**config.mk**
```make
export PLATFORM = sky130hd
export DESIGN_NAME = i2s_tx
export DESIGN_NICKNAME = d
export VERILOG_FILES = /design/src/rtl/i2s_tx.sv
export SDC_FILE = /design/constraint.sdc
export NUM_CORES = 1
export LEC_CHECK = 0
export ABC_AREA = 1
export CORE_ASPECT_RATIO = 1.75
export CORE_MARGIN = 4
export CORE_UTILIZATION = 56
export DETAILED_ROUTE_END_ITERATION = 7
export GPL_ROUTABILITY_DRIVEN = 0
export GPL_TIMING_DRIVEN = 1
export PLACE_DENSITY = 0.83
export SLEW_MARGIN = 20
export SYNTH_ARGS = -nofsm -noshare
export SYNTH_HDL_FRONTEND = slang
export SYNTH_SLANG_ARGS = --single-unit
export TNS_END_PERCENT = 100
```
**constraint.sdc**
```tcl
create_clock -name clk -period 1.57 [get_ports clk]
set_input_delay 0.314 -clock clk [delete_from_list [all_inputs] [get_ports clk]]
set_output_delay 0.314 -clock clk [all_outputs]
set_load 0.02 [all_outputs]
```
**src/rtl/i2s_tx.sv**
```systemverilog
// i2s_tx: I2S transmitter for the mono sample path.
// Divides clk down to BCLK, runs a 32-slot frame (16 bits left, 16 bits right)
// and requests one 8-bit sample per frame with sample_tick. The sample is
// widened to 16-bit PCM and sent on both channels, MSB first, with the
// standard one-BCLK delay after word-select changes.
// Optional build macro: I2S_MUTE_EN adds a 'mute' input that zeroes whole
// frames at the slot-0 load.
module i2s_tx #(
  parameter int unsigned BCLK_DIV  = 9,
  parameter bit          SIGNED_IN = 1'b0
) (
  input  logic       clk,
  input  logic       rst,
  input  logic [7:0] mono_sample,
`ifdef I2S_MUTE_EN
  input  logic       mute,
`endif
  output logic       sample_tick,
  output logic       i2s_bclk,
  output logic       i2s_lrclk,
  output logic       i2s_sdata
);

  localparam int unsigned      DIV_W    = (BCLK_DIV > 2) ? $clog2(BCLK_DIV) : 1;
  localparam logic [DIV_W-1:0] DIV_LAST = DIV_W'(BCLK_DIV - 1);

  logic [DIV_W-1:0] div_cnt;
  logic [4:0]       slot;
  logic [4:0]       slot_next;
  logic [31:0]      shreg;
  logic [15:0]      word;
  logic [31:0]      load_word;
  logic             div_wrap;

  // Sample-to-PCM conversion and the frame word presented at the slot-0 load
  always_comb begin
    word = '0;
    if (SIGNED_IN) begin
      word = {mono_sample, 8'h00};
    end else begin
      word = {~mono_sample[7], mono_sample[6:0], 8'h00};
    end
`ifdef I2S_MUTE_EN
    load_word = mute ? '0 : {word, word};
`else
    load_word = {word, word};
`endif
    slot_next = slot + 5'd1;
    div_wrap  = (div_cnt == DIV_LAST);
  end

  // Divider, slot counter, shifter and request pulse; all outputs registered
  always_ff @(posedge clk) begin
    if (rst) begin
      div_cnt     <= '0;
      slot        <= '0;
      shreg       <= '0;
      i2s_bclk    <= 1'b0;
      i2s_lrclk   <= 1'b0;
      i2s_sdata   <= 1'b0;
      sample_tick <= 1'b0;
    end else begin
      sample_tick <= 1'b0;
      if (div_wrap) begin
        div_cnt  <= '0;
        i2s_bclk <= ~i2s_bclk;
        if (i2s_bclk) begin
          // Falling BCLK: advance slot; sdata takes the old MSB even on the
          // load edge, which delivers the previous right LSB in slot 0.
          slot      <= slot_next;
          i2s_lrclk <= slot_next[4];
          i2s_sdata <= shreg[31];
          if (slot_next == 5'd0) begin
            shreg <= load_word;
          end else begin
            shreg <= {shreg[30:0], 1'b0};
          end
          if (slot_next == 5'd31) begin
            sample_tick <= 1'b1;
          end
        end
      end else begin
        div_cnt <= div_cnt + DIV_W'(1);
      end
    end
  end

endmodule

```
=== Word level (Yosys, flattened, before mapping) ===
Index checks and enable logic that the tools add are counted.
W data, S select, Z words.

* Bitwise operators: 3
* Eq/ne operators: 2
* Reduce and logical (&&, ||, !) cells: 4
* Add/sub/neg operators: 2
* Multiplexer cells: 2

{| class="wikitable"
|+ Operator list
! kind !! number
|-
| $mux W32 || 1
|-
| $add A5 B1 Y5 const B || 1
|-
| $eq A5 B5 Y1 const B || 1
|-
| $logic_not A5 Y1 || 1
|-
| $add A4 B1 Y4 const B || 1
|-
| $eq A4 B4 Y1 const B || 1
|-
| $not A1 Y1 || 3
|-
| $reduce_or A3 Y1 || 1
|-
| $reduce_and A2 Y1 || 1
|-
| $reduce_or A2 Y1 || 1
|-
| $mux W1 || 1
|}

* Input port bits: 10
* Register bits: 45
* Output and inout port bits: 4
* Logic and storage cells: 20

=== Logic depth before layout (Yosys ltp) ===
* Word-level depth: 3
* Mapped depth: 12
* Depth with buffers taken out: 11

=== Least setup slack after synthesis ===
No wires, ideal clock.

* Path kind: register to register
* From: register slot[1]
* To: register shreg[15]
* Data required time: 1461 ps
* Buffers on the path: 1
* Clock period less this slack: 1421 ps
* Data arrival time: 1312 ps
* Setup time: 109 ps
* Cell stages (with the launch flop): 12
* Setup slack: 149 ps
* Cells stage by stage: dfxtp_1 ha_1 nand2_2 o21ai_2 nand2_2 inv_2 nand2_4 buf_6 nand2_1 nand3_1 nand2_1 inv_1

* Longest elaborated chain between the ends: 3

{| class="wikitable"
|+ RTL lines
! what !! line !! source
|-
| start: declaration || 28 || <nowiki>logic [4:0] slot;</nowiki>
|-
| start signal: assignment || 70 || <nowiki>slot <= slot_next;</nowiki>
|-
| $add A5 B1 Y5 || 48 || <nowiki>slot_next = slot + 5'd1;</nowiki>
|-
| $logic_not A5 Y1 || 73 || <nowiki>if (slot_next == 5'd0) begin</nowiki>
|-
| $mux W32 || 73 ||
|-
| end signal: assignment || 74 || <nowiki>shreg <= load_word;</nowiki>
|-
| end signal: assignment || 76 || <nowiki>shreg <= {shreg[30:0], 1'b0};</nowiki>
|-
| end: declaration || 30 || <nowiki>logic [31:0] shreg;</nowiki>
|}

Every way passes these cells.
A chain may end at the register's enable or synchronous reset.

=== Final worst setup path ===
* From: register sample_tick
* To: output port sample_tick

{| class="wikitable"
|+ RTL lines
! what !! line !! source
|-
| start: declaration || 18 || <nowiki>output logic sample_tick,</nowiki>
|-
| start signal: assignment || 61 || <nowiki>sample_tick <= 1'b0;</nowiki>
|-
| start signal: assignment || 63 || <nowiki>sample_tick <= 1'b0;</nowiki>
|-
| start signal: assignment || 79 || <nowiki>sample_tick <= 1'b1;</nowiki>
|}

No word-level cell between the ends.

==> impl_metrics.tcl <==
set metrics [dict create \
    vdd_drop_max_mv 0.793 \
    clock_sinks 36 \
    placed_cell_area_um2 1810 \
    ys_ff_latch 36 \
    dr.pass1.iters 4 \
    finalClockSkew_ns 0.00790 \
    crit_chain "clkdlybuf4s50_1" \
    netlist_instances 204 \
    slew_headroom_pct 79.4 \
    layout_setup_ws_ns 0.0749 \
    ys_seq_area_share_pct 45.4 \
    maxCapViolCount 0 \
    cp.required_ns 1.26 \
    path_class "flip-flop to output port" \
    outcome "finished clean" \
    min_path_cells 1 \
    cp_num_buf_inv 1 \
    r2r_cells 9 \
    cp-end-kind "output port" \
    period_needed_ns 1.50 \
    p_leak_nw 0.832 \
    htreeDepth 2 \
    syn2layout_area_growth_pct 22.0 \
    wl_mm 3.02 \
    floorplan.die.width_um 48.3 \
    synth_warnings 0 \
    cpMaxStageDelayCell "clkdlybuf4s50_1" \
    dp_hpwl_mm 2.15 \
    period_share_pct 95.2 \
    clkLatencyLatePin_ns 0.28 \
    die-area_um2 3790 \
    antenna_found_initial 0 \
    via_per_inst 5.16 \
    timing.rr.end "shreg[17]$_SDFFE_PP0P_" \
    drive_gt1_share_pct 15.7 \
    hold-path-endpoint "div_cnt[0]$_SDFF_PP0_" \
    power_mw 1.60 \
    layout_common_cells "nand2_1, dfxtp_1, inv_1" \
    wl_per_cell_um 11.8 \
    finalSetupViolCount 0 \
    grt_overflow_total 0 \
    final_nets 243 \
    clk_pin_slew_worst_paths_ns 0.07 \
    remaining_drc_errors 0 \
    stdcell_area_um2 1940 \
    core-area_um2 2720 \
    start_util_pct 58.4 \
    critPathMaxStageDelay_ns 0.59 \
    p_per_area_nw_per_um2 823 \
    root_buffer "clkbuf_8" \
    cp-start-kind "flip-flop" \
    crit_arrival_ns 1.18 \
    hold_viol_final 0 \
    ys_types 30 \
    drt-initial-drc-count 38 \
    io_pins 14 \
    die_h_um 78.5 \
    utilization_pct 71.3 \
    cts_tree "built" \
    grt_pass1_vias 1231 \
    tightest_slew_ns 0.305 \
    final_common_cell "nand2_1" \
    grt_usage_pct 18.8 \
    core.rowCount 25 \
    grt_pass1_wl_mm 5.10 \
    max_freq_ghz 0.669 \
    numCtsBuffers 5 \
    nFillCells 218 \
    grt_max_degree 27 \
    io_buffers 13 \
    clk_path_buf_depth 2 \
    slew_viol_final 0 \
    syn_area_um2 1590 \
    min_from "div_cnt[0]$_SDFF_PP0_" \
    rsz0062_at_grt "yes" \
    crit_family "buffers and inverters" \
    num_vias 1322 \
    antenna_cells 0 \
    post-place-ws_ns 0.0317 \
    synthesis.nets 218 \
    regToRegSetupSlack_ns 0.10 \
    ant_nets 0 \
    r2r-start "slot[0]$_SDFFE_PP0P_" \
    fin_hold_ws_ns 0.459 \
    min_path_type "flip-flop to flip-flop" \
    cp_max_fo 1 \
    avgSynthCellArea_um2 7.79 \
]
==> cells in the mapped netlist, drive strengths merged <==
master   count  area, µm²
dfxtp       36        721
nand4        1       6.26
clkbuf       1       3.75
a2bb2oi      1       8.76
nand3       21        120
a21oi        7       38.8
nand2       49        196
nor4b        1       15.0
clkinv       1       3.75
o21ai        5       28.8
o22ai        9       56.3
ha           4       50.1
o21a        12       90.1
nor2        11       51.3
buf          5       36.3
a22oi        1       7.51
o211ai       1       7.51
xnor2        1       8.76
inv         37        139
==> registers in the layout, summed over array words and instances (netlist names) <==
signal	flops
i2s_sdata	1
sample_tick	1
i2s_bclk	1
div_cnt	4
i2s_lrclk	1
shreg	24
slot	4
==> timing repair <==
item	CTS	global route
endpoints found under the setup margin	2	24
hold buffers	0	0
resized for setup	2	10
pin swaps	0	3
gates cloned	0	1
setup buffers	0	1
==> where the power goes <==
part	internal [mW]	total, mW	switching [mW]	leakage [nW]
clock network	0.301	0.592	0.291	0.0410
registers	0.920	0.926	0.00561	0.291
logic	0.0430	0.0785	0.0355	0.500
total	1.26	1.60	0.333	0.832
==> area by class of cell <==
cell class,count,area [µm²],share of cell area [%]
multi-input cells,125,731,37.7
flip-flops and latches,36,722,37.2
repair buffers,23,230,11.9
inverters,38,145,7.48
clock buffers,6,72.6,3.74
well taps,27,33.8,1.74
clock inverters,1,5.00,0.258
==> per-layer routing <==
metal / track usage (%) / vias to the layer above / share of wire (%) / wire (µm)
li1: - / 703 / - / -
met1: 19.3 / 599 / 40 / 1210
met2: 31.7 / 13 / 54 / 1650
met3: 5.05 / 7 / 3.0 / 90
met4: 10.2 / 0 / 2.5 / 75
met5: 0 / - / 0 / 0
==> how the worst max path moves through the flow <==
stage	from	to	slack, ns	cells after the start
6_report	sample_tick$_SDFF_PP0_	sample_tick	0.07	1
2_1_floorplan	slot[1]$_SDFFE_PP0P_	shreg[15]$_SDFFE_PP0P_	0.15	11
5_1_grt	slot[0]$_SDFFE_PP0P_	shreg[18]$_SDFFE_PP0P_	-0.02	9
3_3_place_gp	rst	sample_tick$_SDFF_PP0_	0.07	5
3_5_place_dp	slot[0]$_SDFFE_PP0P_	shreg[17]$_SDFFE_PP0P_	0.03	9
4_1_cts	slot[0]$_SDFFE_PP0P_	shreg[17]$_SDFFE_PP0P_	0.0009	9
==> stage by stage <==
step	TNS, ns	std cells
detailed placement	0	247
finish	0	256
global route	-0.110	256
global placement	0	247
floorplan	0	204
CTS	0	254
==> cell families after synthesis <==
| logic type | after synthesis | synth area share (%) |
|---|---|---|
| AOI/OAI and AO/OA | 36 | 15.0 |
| xor gates and xnor gates | 1 | 0.551 |
| adders and majority gates | 4 | 3.15 |
| buffers and inverters | 44 | 11.5 |
| DFF | 36 | 45.4 |
| and+or+nand+nor | 83 | 24.5 |
Power figures use the tool's default switching activity.
==> edit 1 (config.mk and constraints unchanged) <==
Make the reset (`rst`) asynchronous in one clocked block.
--- a/src/rtl/i2s_tx.sv
+++ b/src/rtl/i2s_tx.sv
@@ -51,5 +51,5 @@
 
   // Divider, slot counter, shifter and request pulse; all outputs registered
-  always_ff @(posedge clk) begin
+  always_ff @(posedge clk or posedge rst) begin
     if (rst) begin
       div_cnt     <= '0;
Behaviour: differs if rst is asserted again (counterexample within 10 cycles, from zero or initial values and one cycle with rst high); with rst held inactive, the same outputs for 10 cycles.
==> edit 1 against the original RTL <==
Synthesized area up 17%; sequential power about the same; final area up 18%; combinational power down 36%; die area up 15%; non-clock buffer count up 5; worst setup slack worse by 0.065 ns; clock skew down 0.0017 ns; hold slack worse by 0.083 ns; total power up 10%; sequential cell count unchanged; via count up 15%; wire length up 35%; first-iteration DRC count up 29%; critical endpoint is now shreg[29]; largest cell class is now sequential cells; largest power group unchanged.
==> edit 1: results (changes against the original RTL) <==
* Status: completed
* R2r endpoint: shreg[29]
* DRT Wirelength at 4070 µm (+35%)
* CP max FO at 8 (+7)
* Yosys warns at 0 (unchanged)
* DRT iter0 DRCs at 49 (+29%)
* Invs w/o clock at 28 (-26%)
* Non-clk bufs at 28 (+22%)
* I/O Buffers at 13 (unchanged)
* Nets at 264 (+8.6%)
* Clock Tree Buf Depth at 2 (unchanged)
* Peak supply drop at 0.000657 V (-17%)
* Clk cell area share at 4.70% (+0.70 points)
* Synth area leaders: dfrtp_1, nand2_1, inv_1
* Register area share after synthesis at 48.5% (+3.1 points)
* Clk_lat worst skew at about 0.29 ns
* Clock buffer count at 6 (unchanged)
* Estimated wirelength of the detail-placed design at 2330 µm (+8.5%)
* Hold Path Class: primary input to asynchronous set/reset pin
* Clock skew at 0.00617 ns (-0.00173 ns)
* Worst r2r path cells at 8 (-1)
* Static Leakage at 1.13 nW (+36%)
* Crit path from: slot[0]
* Critical path's top delay family: simple AND/OR/NAND/NOR gates
* First-pass GRT wire length at 6450 µm (+27%)
* Post-synth top cells: nand2_1, dfrtp_1, inv_1
* Worst hold slack at 0.376 ns (-0.0833 ns)
* Non-clk buf share at 11.3% (-0.56 points)
* Total Routing Usage GR at 19.9% (+1.1 points)
* Area of the multi-input gates at 858 µm² (+17%)
* Multi-input gates at 151 (+21%)
* Final Instance Area at 2290 µm² (+18%)
* Final WS setup at 0.0104 ns (-0.0646 ns)
* Max_slew headroom at 80.7% (+1.3 points)
* Dpl ws at 0.0304 ns (-0.00127 ns)
* Switching pwr at 0.338 mW (+1.6%)
* Register area at 902 µm² (+25%)
* Post-DP Area at 2060 µm² (+14%)
* Syn nets at 236 (+8.3%)
* Largest net degree at the start of global routing at 37 (+37%)
* Most used DFF post-synth: dfrtp_1
* Power Sequential at 0.927 mW (about the same)
* Synth cell types at 22 (-27%)
* CP endpoint kind: flop
* Crit-path slowest cell: dfrtp_1
* Max stage delay on crit path at 0.41 ns (-0.18 ns)
* H-tree Lvls at 2 (unchanged)
* Post-synth ARST share at 100% (+100 points)
* Worst Path Arrival at 1.73 ns (+0.55 ns)
* Clock power share at 44.5% (+7.4 points)
* CTS Root Cell: clkbuf_8
* Fraction of final layout cells sized beyond drive strength 1 at 19.5% (+3.8 points)
* Fill cell count at 261 (+20%)
* Drt via density at 5.17 (+0.12%)
* Vias in the first global route at 1435 (+17%)
* Sequential cells at 36 (unchanged)
* Hold Vio Cnt, Final at 0 (unchanged)
## edit 1: logic make-up after synthesis
kind of cell             count (synthesis)  synth area share (%)
AO/OA/AOI/OAI                           26                  10.3
adder cells (fa/ha/maj)                  4                  2.69
buffers and inverters                   36                  9.23
AND/OR/NAND/NOR                        117                  27.9
flip-flops                              36                  48.5
XOR/XNOR                                 3                  1.41
## edit 1: per-layer routing
metal	track usage, %	part of all wire, %	vias up
li1	-	-	742
met5	0	0	-
met1	25.1	42	740
met4	11.0	2.4	0
met2	30.6	52	27
met3	4.80	3.2	11
## edit 1: through the flow
stage               util (%)  total power, mW  instances  setup TNS [ns]
detailed placement      64.7            0.993        279               0
global placement        64.7            0.994        279               0
CTS                     69.0             1.78        290               0
floorplan                  -            0.959        222               0
global route            72.1             1.84        294          -0.558
finish                  72.1             1.76        294               0
## edit 1: what timing repair did
item	4_1_cts	5_1_grt
cloned	1	0
setup buffers	2	4
hold buffers	0	0
resized for setup	5	14
setup endpoints to repair	4	16
pin swaps	3	14
==> edit 2 (same flow settings) <==
Made on the original files. The option `I2S_MUTE_EN` is turned on by a define.
--- a/src/rtl/i2s_tx.sv
+++ b/src/rtl/i2s_tx.sv
@@ -6,4 +6,6 @@
 // Optional build macro: I2S_MUTE_EN adds a 'mute' input that zeroes whole
 // frames at the slot-0 load.
+`define I2S_MUTE_EN
+
 module i2s_tx #(
   parameter int unsigned BCLK_DIV  = 9,
Interface: changed (added mute); port bits go from 14 to 15. The function was not compared with the original's and may differ.
==> edit 2 against the original RTL <==
Combinational power is 25% higher; final area is 6.7% higher; maximum frequency is 0.70% lower; synthesized area is 6.3% higher; worst setup slack worse by 0.011 ns; total power is 5.0% higher; via count is 12% higher; hold slack better by 0.017 ns; sequential cell count stayed put; wire length is 12% higher; highest routed layer unchanged.
==> edit 2: results (changes against the original RTL) <==
* Syn nets at 235 (+7.8%)
* Adder-Cell Fraction of Synth Area at 2.96% (-0.19 points)
* DRT Wirelength at 3380 µm (+12%)
* R2r setup slk at 0.08 ns (-0.02 ns)
* Met1 usage at 18.5% (-0.89 points)
* ANT cells at 0 (unchanged)
* Worst flop-to-flop path startpoint: slot[1]
* CTS Root Cell: clkbuf_8
* Metal-1 WL at 1370 µm (+13%)
* Peak supply drop at 0.000513 V (-35%)
* I/O Buffers at 14 (+1)
* Hold Path End: div_cnt[3]
* Top-count cell post-synth: inv_1
* GR Util met3 at 4.45% (-0.59 points)
* Xor/xnor cell area share of the yosys netlist at 0.519% (-0.033 points)
* Post-synth top cells: inv_1, dfxtp_1, nand3_1
* Register area share after synthesis at 42.7% (-2.7 points)
* Post-Syn Area per Cell at 7.68 µm² (-1.4%)
* GR Layer Usage met2 at 35.2% (+3.5 points)
* First-pass GRT wire length at 5820 µm (+14%)
* Synth Area in Compound Gates at 18.7% (+3.8 points)
* Estimated wirelength of the detail-placed design at 2410 µm (+12%)
* Static Leakage at 0.911 nW (+9.6%)
* Switching Share at 23.5% (+2.7 points)
* Dpl ws at 0.0546 ns (+0.0229 ns)
* R2r endpoint: shreg[17]
* Clock power share at 38.7% (+1.6 points)
* DRT iter0 DRCs at 40 (+5.3%)
* Combinational share of power at 5.9% (+1.0 points)
* Largest regs: shreg x24, div_cnt x4, slot x4
* Hold depth at 2 (+1)
* Synth area leaders: dfxtp_1, inv_1, nand3_1
* Clock Tree Buf Depth at 2 (unchanged)
* Fraction of final layout cells sized beyond drive strength 1 at 16.3% (+0.61 points)
* Met3 WL at 121 µm (+34%)
* FP Rows at 26 (+4.0%)
* Min Clock Period, post-route at 1.51 ns (+0.0106 ns)
* Met2 wire len at 1810 µm (+9.9%)
* Nets at 265 (+9.1%)
* Non-filler cells, final at 279 (+9.0%)
* Status: completed
* DR top layer: met4
* Worst r2r path cells at 8 (-1)
* Synth cell types at 27 (-10%)
* Yosys warns at 0 (unchanged)
* Worst slew pin tran at 0.307 ns (+0.00161 ns)
* Fill cell count at 227 (+4.1%)
* Total Routing Usage GR at 18.8% (about the same)
* P per Cell Area at 810 nW/µm² (-1.6%)
* Vias at 1476 (+12%)
* Clock skew at 0.00555 ns (-0.00235 ns)
* Post-DP Area at 1930 µm² (+6.7%)
* Worst hold slack at 0.476 ns (+0.0172 ns)
* Worst hold start: div_cnt[3]
* Clock transition at the registers of the reported paths at 0.07 ns (about the same)
* Largest net degree at the start of global routing at 19 (-30%)
* Mux cell area share after synthesis at 0% (unchanged)
==> edit 2: cell count changes after synthesis, moves of 2 or more <==
cell / change
nor2_1: +7
inv_1: +7
o21ai_2: +2
nand3_1: +11
nand2_1: -24
o21ai_1: +8
o21ai_0: +6
==> edit 2: kinds of logic (layout without fill, tap and decap cells) <==
| kind of cell | after synthesis | count (layout) |
|---|---|---|
| flip-flops | 36 | 36 |
| XOR/XNOR | 1 | 1 |
| buffers and inverters | 53 | 84 |
| AO/OA/AOI/OAI | 51 | 51 |
| AND/OR/NAND/NOR | 75 | 75 |
| adder cells (fa/ha/maj) | 4 | 4 |
==> edit 2: final cells by class <==
type / instances / share of cell area, %
clock inverters: 3 / 0.907
repair buffers: 32 / 14.5
flip-flops and latches: 36 / 34.9
inverters: 44 / 7.98
well taps: 28 / 1.69
clock buffers: 5 / 3.33
multi-input cells: 131 / 36.7
==> edit 2: what timing repair did <==
item,CTS,global route
cloned,0,0
pin swaps,0,2
resized for setup,2,7
setup buffers,0,3
endpoints found under the setup margin,2,26
